## src/rtl/matrix_pkg.sv

```systemverilog
// Shared types and default widths for the sequential 4x4 matrix multiplier.
package matrix_pkg;

  localparam int unsigned DATA_W_DEF = 12;
  localparam int unsigned ACC_W_DEF  = 2 * DATA_W_DEF + 2;

  typedef logic [3:0][DATA_W_DEF-1:0] vec4_t;
  typedef logic [ACC_W_DEF-1:0]       acc_t;

  typedef enum logic [1:0] {
    IDLE,
    FIRST,
    STREAM
  } state_t;

endpackage

```

## src/rtl/matrix_dot4.sv

```systemverilog
// Combinational 4-term dot product. Operands are two's complement when
// MATRIX_MULT_SIGNED_EN is defined, unsigned otherwise.
module matrix_dot4
  import matrix_pkg::*;
#(
  parameter int unsigned DATA_W = DATA_W_DEF,
  parameter int unsigned ACC_W  = ACC_W_DEF
) (
  input  logic [3:0][DATA_W-1:0] a,
  input  logic [3:0][DATA_W-1:0] b,
  output logic [ACC_W-1:0]       dot
);

`ifdef MATRIX_MULT_SIGNED_EN
  logic signed [2*DATA_W-1:0] prod [4];

  always_comb begin
    dot = '0;
    for (int k = 0; k < 4; k++) begin
      prod[k] = (2*DATA_W)'($signed(a[k])) * (2*DATA_W)'($signed(b[k]));
      dot     = dot + ACC_W'(prod[k]);
    end
  end
`else
  logic [2*DATA_W-1:0] prod [4];

  always_comb begin
    dot = '0;
    for (int k = 0; k < 4; k++) begin
      prod[k] = (2*DATA_W)'(a[k]) * (2*DATA_W)'(b[k]);
      dot     = dot + ACC_W'(prod[k]);
    end
  end
`endif

endmodule

```

## src/rtl/matrix_4x4_mult_seq.sv

```systemverilog
// Captures a 4x4 A (rows) and B (columns) set, then streams C = A x B row-major,
// one element per accepted beat. Signed arithmetic when MATRIX_MULT_SIGNED_EN is defined.
module matrix_4x4_mult_seq
  import matrix_pkg::*;
#(
  parameter int unsigned DATA_W = DATA_W_DEF,
  parameter int unsigned ACC_W  = ACC_W_DEF
) (
  input  logic                   clk,
  input  logic                   rst_n,
  input  logic                   valid_in,
  output logic                   ready_out,
  input  logic [3:0][DATA_W-1:0] aC1,
  input  logic [3:0][DATA_W-1:0] aC2,
  input  logic [3:0][DATA_W-1:0] aC3,
  input  logic [3:0][DATA_W-1:0] aC4,
  input  logic [3:0][DATA_W-1:0] bC1,
  input  logic [3:0][DATA_W-1:0] bC2,
  input  logic [3:0][DATA_W-1:0] bC3,
  input  logic [3:0][DATA_W-1:0] bC4,
  output logic                   valid_out,
  input  logic                   ready_in,
  output logic [ACC_W-1:0]       c_out,
  output logic [1:0]             c_row,
  output logic [1:0]             c_col,
  output logic                   c_last
);

  state_t                  state_q;
  logic [3:0][DATA_W-1:0]  a_q [4];
  logic [3:0][DATA_W-1:0]  b_q [4];
  logic [3:0]              idx_q;
  logic [3:0]              sel_idx;
  logic                    ready_q;
  logic                    valid_q;
  logic                    last_q;
  logic [ACC_W-1:0]        c_q;
  logic [3:0][DATA_W-1:0]  a_sel;
  logic [3:0][DATA_W-1:0]  b_sel;
  logic [ACC_W-1:0]        dot;
  logic                    accept;

  // The dot product always targets the element registered at the next load:
  // C[0][0] while in FIRST, C[idx+1] while streaming.
  always_comb begin
    sel_idx = (state_q == STREAM) ? idx_q + 4'd1 : idx_q;
    a_sel   = a_q[sel_idx[3:2]];
    b_sel   = b_q[sel_idx[1:0]];
  end

  matrix_dot4 #(
    .DATA_W (DATA_W),
    .ACC_W  (ACC_W)
  ) u_dot4 (
    .a   (a_sel),
    .b   (b_sel),
    .dot (dot)
  );

  assign accept = valid_q && ready_in;

  always_ff @(posedge clk or negedge rst_n) begin
    if (!rst_n) begin
      state_q <= IDLE;
      ready_q <= 1'b1;
      valid_q <= 1'b0;
      last_q  <= 1'b0;
      c_q     <= '0;
      idx_q   <= '0;
      a_q     <= '{default: '0};
      b_q     <= '{default: '0};
    end else begin
      unique case (state_q)
        IDLE: begin
          if (valid_in && ready_q) begin
            a_q     <= '{aC1, aC2, aC3, aC4};
            b_q     <= '{bC1, bC2, bC3, bC4};
            idx_q   <= '0;
            ready_q <= 1'b0;
            state_q <= FIRST;
          end
        end
        FIRST: begin
          c_q     <= dot;
          valid_q <= 1'b1;
          last_q  <= 1'b0;
          state_q <= STREAM;
        end
        STREAM: begin
          if (accept) begin
            if (idx_q == 4'd15) begin
              valid_q <= 1'b0;
              last_q  <= 1'b0;
              ready_q <= 1'b1;
              state_q <= IDLE;
            end else begin
              idx_q  <= idx_q + 4'd1;
              c_q    <= dot;
              last_q <= (idx_q == 4'd14);
            end
          end
        end
        default: begin
          valid_q <= 1'b0;
          ready_q <= 1'b1;
          state_q <= IDLE;
        end
      endcase
    end
  end

  assign ready_out = ready_q;
  assign valid_out = valid_q;
  assign c_out     = c_q;
  assign c_row     = idx_q[3:2];
  assign c_col     = idx_q[1:0];
  assign c_last    = last_q;

endmodule

```

## config.mk

```make
export PLATFORM = sky130hd
export DESIGN_NAME = matrix_4x4_mult_seq
export DESIGN_NICKNAME = d
export VERILOG_FILES = /design/src/rtl/matrix_pkg.sv /design/src/rtl/matrix_dot4.sv /design/src/rtl/matrix_4x4_mult_seq.sv
export SDC_FILE = /design/constraint.sdc
export NUM_CORES = 2
export LEC_CHECK = 0
export BUFFER_PORTS_ARGS = -buffer_cell sky130_fd_sc_hd__buf_2
export CAP_MARGIN = 20
export CORE_MARGIN = 3
export CORE_UTILIZATION = 60
export CTS_CLUSTER_DIAMETER = 40
export CTS_CLUSTER_SIZE = 25
export DETAILED_ROUTE_END_ITERATION = 8
export PLACE_DENSITY = 0.9
export SLEW_MARGIN = 20
export SYNTH_ARGS = -nofsm -noshare
export SYNTH_HDL_FRONTEND = slang
export SYNTH_SLANG_ARGS = --single-unit
export TNS_END_PERCENT = 10
```

## constraint.sdc

```tcl
create_clock -name clk -period 12.5 [get_ports clk]
set_input_delay 0.625 -clock clk [delete_from_list [all_inputs] [get_ports clk]]
set_output_delay 0.625 -clock clk [all_outputs]
set_load 0.01 [all_outputs]
```

# == Word-level counts from Yosys, hierarchy flattened ==
# Index checks and enable logic that the tools add are counted.
# W data, S select, Z words.
# word_totals
regBits,419
inputBits,388
# classes
add_sub_neg,4
mul,4
magnitude_cmp,2
eq_ne,8
muxes,28
bitwise,4
reduce_logical,12
# ops
cell,n
$bmux W48 S2,2
$mux W48,4
$mul A12 B12 Y24,4
$add A26 B24 Y26,2
$mux W26,2
$pmux W26 S2,1
$add A24 B24 Y25,1
$mux W4,4
$reduce_and A3 Y1,3
$eq A4 B4 Y1 const B,2
$pmux W4 S2,1
$reduce_and A4 Y1,2
$mux W1,7
$ge A3 B3 Y1 const B,2
$mux W2,3
$ne A2 B2 Y1 const B,3
$not A2 Y3,2
$pmux W1 S3,2
$pmux W2 S3,1
$add A4 B1 Y4 const B,1
$reduce_and A2 Y1,2
$reduce_bool A2 Y1,2
$eq A2 B1 Y1 const B,1
$eq A2 B2 Y1 const B,1
5 further kinds,7

# == Logic depth before layout (Yosys ltp) ==
# logic_depth
word_depth,13
mapped_depth,45

# == Modules after synthesis ==
# Synthesis repeated with hierarchy kept, for this count alone.
# hier_totals
cells_unflattened,3277
hier_area_um2,38000.2
# by_module_without_submodules
module,n_inst,cells_per_inst,area_per_inst_um2,seq_area_each_um2
matrix_dot4,1,2241,20059.2,0.0
matrix_4x4_mult_seq,1,1036,17941.0,10486.3

# == Least setup slack after synthesis ==
# No wires, ideal clock.
# synth_timing
kind,register to register
start,register idx_q[0]
end,"register c_q[24], in the netlist c_out[24]"
setup_ps,143
t_arrival_ps,10427
t_required_ps,12357
setup_slack_ps,1929
path_stages_with_launch,38
n_path_buf,2
synth_period_minus_slack_ps,10571
cell_sequence,dfrtp_1 > ha_1 > nand3b_4 > xor2_4 > mux4_1 > buf_2 > nor2b_1 > fa_1 > inv_1 > fa_1 > inv_1 > fa_1 > fa_1 > fa_1 > fa_1 > inv_1 > fa_1 > inv_1 > [2 not listed] > o311ai_1 > o21ai_0 > a31oi_1 > xnor2_1 > ha_1 > inv_1 > fa_1 > fa_1 > fa_1 > inv_1 > ha_1 > clkbuf_1 > a21oi_1 > o21ai_0 > o21bai_1 > a211oi_1 > nor4b_1 > a311oi_1
# synth_between
elab_chain_len,13
word_cells_on_any_way,23
# synth_lines
item,line,rtl
start: declaration,matrix_4x4_mult_seq.sv:32,logic [3:0] idx_q;
start signal: assignment,matrix_4x4_mult_seq.sv:97,idx_q <= idx_q + 4'd1;
$add A4 B1 Y4,matrix_4x4_mult_seq.sv:46,sel_idx = (state_q == STREAM) ? idx_q + 4'd1 : idx_q;
$mux W4,matrix_4x4_mult_seq.sv:46,
$not A2 Y3 (on tied branches),"matrix_4x4_mult_seq.sv:47, matrix_4x4_mult_seq.sv:48",
$bmux W48 S2 (on tied branches),"matrix_4x4_mult_seq.sv:47, matrix_4x4_mult_seq.sv:48",
$mux W48 (on tied branches) (2 in series),"matrix_4x4_mult_seq.sv:47, matrix_4x4_mult_seq.sv:48",
$mul A12 B12 Y24,matrix_dot4.sv:30,prod[k] = (2*DATA_W)'(a[k]) * (2*DATA_W)'(b[k]);
$add A24 B24 Y25,matrix_dot4.sv:31,dot = dot + ACC_W'(prod[k]);
$add A26 B24 Y26 (2 in series),matrix_dot4.sv:31,
$mux W26,matrix_4x4_mult_seq.sv:91,if (idx_q == 4'd15) begin
$mux W26,matrix_4x4_mult_seq.sv:90,if (accept) begin
$pmux W26 S2,matrix_4x4_mult_seq.sv:73,unique case (state_q)
end signal: assignment,matrix_4x4_mult_seq.sv:84,c_q <= dot;
end signal: assignment,matrix_4x4_mult_seq.sv:98,c_q <= dot;
end: declaration,matrix_4x4_mult_seq.sv:37,logic [ACC_W-1:0] c_q;
# Several ways; a longest one is shown, not always the timed one. The select of a mux whose other input is x is not followed.
# A chain may end at the register's enable or synchronous reset.

# == Worst setup path after layout ==
# Ends and elaborated chain as after synthesis.

==> metrics.log <==
INFO  metric status = finished, violations left
INFO  metric failed_checks = negative hold slack
INFO  metric critical_path.max_stage_delay = approximately 630 ps
INFO  metric max_slew_margin = ~18%
INFO  metric grt_pass1_wl = 184 mm
INFO  metric design.die.area = 67,200 um2
INFO  metric fin_util = 69.5%
INFO  metric initial_utilization = ~61%
INFO  metric finalWirelength = between 100 and 150 mm
INFO  metric post_route_cells_drive_above_1_share = about a quarter
INFO  metric drt-pass1-iter-count = 6
INFO  metric drv_slew = 0
INFO  metric core = 63,200 um2
INFO  metric end_kind = flop
INFO  metric worst-r2r-setup-slack = 390 ps
INFO  metric cts-htree-levels = 3
INFO  metric clock_tree_from_tritoncts = done
INFO  metric ys_seq_elements = 419
INFO  metric dr.first_iter.drc_count = 3,406
INFO  metric endpoint_of_the_worst_slack_reg_to_reg_timing_path = c_out[24]
INFO  metric drtAntennaViolNets = 0
INFO  metric hold_viol_final = 1
INFO  metric synth.most_common_cell = sky130_fd_sc_hd__inv_1
INFO  metric synth_area_leaders = sky130_fd_sc_hd__dfrtp_1 27%, sky130_fd_sc_hd__fa_1 26%, sky130_fd_sc_hd__mux2_2 11%
INFO  metric place.detailed.hpwl = 90.0 mm
INFO  metric yosys.area.top_type_share = 27.2%
INFO  metric critical_path.startpoint_type = flop
INFO  metric fillCellCount = 4,127
INFO  metric clkSlewWorstSetupHoldPaths = approximately 60 ps
INFO  metric clk_latency = 640 ps
INFO  metric port_buffers = between 400 and 500
INFO  metric endpoint = c_out[24]
INFO  metric viasPerCell = roughly 6.0
INFO  metric synth_flop_cell = sky130_fd_sc_hd__dfrtp_1
INFO  metric cts-root-to-sink-buffers = 3
INFO  metric synth_cell_types = 69
INFO  metric global_route.usage.total = 36.2%
INFO  metric crit-reg2reg-launch = idx_q[0]
INFO  metric grt_setup_unrepaired = no
INFO  metric cap_viol_max_count = 0
INFO  metric timing_worst_slew_pin_value = 1230 ps
INFO  metric grt_overflow = 0
INFO  metric fin_worst_skew = 45.6 ps
INFO  metric reg2regPathDepth = 39
INFO  metric synthArstFlopShare = 100%
INFO  metric mappedNetlistNets = 4,816
INFO  metric synth_sequential_area_ratio = 27.3%
INFO  metric drc = 0
INFO  metric setup.worst_path.start = idx_q[0]
INFO  metric timing.critical_path.fanout_max = 22
INFO  metric nets = 5,217
INFO  metric syn2layout_area_growth = 14.3%
INFO  metric synth_cells = 3,693
INFO  metric hold_slack = -4.29 ps
INFO  metric clockRootBuffer = sky130_fd_sc_hd__clkbuf_16
INFO  metric worst_path_max_delay_cell = sky130_fd_sc_hd__dfrtp_1
INFO  metric die_height = 259 um
INFO  metric gp_congestion = 1.02
INFO  metric max_freq = 82.6 MHz
INFO  metric synth_enable_flop_cells = 0
INFO  metric numClockSinks = 419
INFO  metric maximum_number_of_pins_on_one_net_before_global_route_repair = 194
INFO  metric antenna_found_initial = 37
INFO  metric numCtsBuffers = 68
INFO  metric io-pin-count = 421
INFO  metric synth_area = approximately 38,000 um2
INFO  metric hp-class = in2async
INFO  metric dominant_cell_type_by_area_after_synthesis = sky130_fd_sc_hd__dfrtp_1
INFO  metric critical_path_required = 12,990 ps
INFO  metric critical_path_class = reg2reg
INFO  metric via_count = 30,100
INFO  metric finalCriticalPeriod = 12,110 ps
INFO  metric setup-tns-final = 0 ps
INFO  metric syn-mean-instance-area = roughly 10 um2
INFO  metric yosysWarningCount = 0
INFO  metric period_share = a little over nine tenths
INFO  metric chipWidth = 259 um
INFO  metric core.rowCount = 92
INFO  metric critical_path_arrival = ~13,000 ps
INFO  metric number_of_global_route_vias_before_repair = 32,300
INFO  metric report.final.setup_viol = 0
INFO  metric cp_common_cell = sky130_fd_sc_hd__fa_1
INFO  metric synth_commonest_cells = 610 x sky130_fd_sc_hd__inv_1, 549 x sky130_fd_sc_hd__nand2_1, 509 x sky130_fd_sc_hd__fa_1
INFO  metric post_drt_wl_per_cell = 24.5 um
==> layout make-up <==
| type | count | area [um2] | area share, % |
|---|---|---|---|
| antenna | 40 | 100 | 0.228 |
| clock buffer | 80 | 1830 | 4.16 |
| clock inverter | 45 | 584 | 1.33 |
| inverter | 614 | 2300 | 5.24 |
| multi-input combinational | 2499 | 24900 | 56.6 |
| sequential | 419 | 10500 | 23.9 |
| tap | 846 | 1060 | 2.41 |
| timing repair buffer | 492 | 2710 | 6.16 |
==> metrics by stage <==
step / setup WS, ps / cells / instance area [um2] / hold WS (ps)
CTS: 342 / 4985 / 43700 / 38.8
global placement: 583 / 4859 / 41300 / 446
detailed placement: 330 / 4860 / 41300 / 466
global route: 6.97 / 5034 / 43900 / 57.8
finish: 389 / 5035 / 44000 / -4.29
floorplan: 1930 / 3693 / 38500 / 329
==> cell usage in the layout, fill, tap and decap left out, types with 59 or more instances in the layout <==
cell type,count
sky130_fd_sc_hd__dfrtp_1,418
sky130_fd_sc_hd__ha_1,226
sky130_fd_sc_hd__nor2_1,248
sky130_fd_sc_hd__buf_4,67
sky130_fd_sc_hd__inv_1,610
sky130_fd_sc_hd__fa_1,509
sky130_fd_sc_hd__clkbuf_16,70
sky130_fd_sc_hd__a21oi_1,59
sky130_fd_sc_hd__nand3_1,63
sky130_fd_sc_hd__nand2_1,549
sky130_fd_sc_hd__buf_2,420
sky130_fd_sc_hd__mux2_2,385
==> worst min-delay path by stage <==
stage	startpoint	to	slack [ps]	depth (start not counted)
2_1_floorplan	rst_n	a_q[0]	330	0
4_1_cts	rst_n	c_out[23]	40	1
3_5_place_dp	c_out[23]	c_out[23]	470	2
3_3_place_gp	c_out[0]	c_out[0]	450	2
6_report	rst_n	b_q[170]	-4	1
5_1_grt	rst_n	b_q[170]	60	1
==> flip-flops by register name (all words and copies together), names as in the netlist <==
name	count
c_out	26
state_q	2
ready_out	1
valid_out	1
a_q	192
idx_q	4
b_q	192
c_last	1
==> worst max-delay path, delay by kind of cell (launching register included) <==
family                     cells  cell delay [ps]
AOI/OAI and AO/OA             11             2930
buffers and inverters          9             1090
adders and majority gates     14             6450
and+or+nand+nor                4              670
DFF                            1              630
xor gates and xnor gates       1              200
==> kinds of logic (layout without fill, tap and decap cells) <==
kind of cell / count (synthesis) / in the layout / synth area share, %
flops: 419 / 419 / 27.3
other cells: 0 / 40 / 0
simple gates: 1041 / 1041 / 11.6
fa+ha+maj: 735 / 735 / 33.8
xor+xnor: 40 / 41 / 1.07
buf+inv: 777 / 1231 / 8.30
mux: 430 / 430 / 13.9
compound gates: 251 / 252 / 4.04
==> metal layers <==
layer,vias up,wire length [um],track usage (%)
met3,768,10000,8.05
met2,1878,61200,61.5
li1,12500,-,-
met5,-,0,0
met1,14900,39400,39.1
met4,0,12600,29.1
==> what timing repair did <==
item	in CTS	in global routing
setup endpoints to repair	0	6
buffers inserted	0	7
hold buffers	0	0
gates resized for setup	0	1
Power is left out: the tool's default activity adds up to more than one toggle a clock period on the data nets, which glitch-free logic cannot reach.
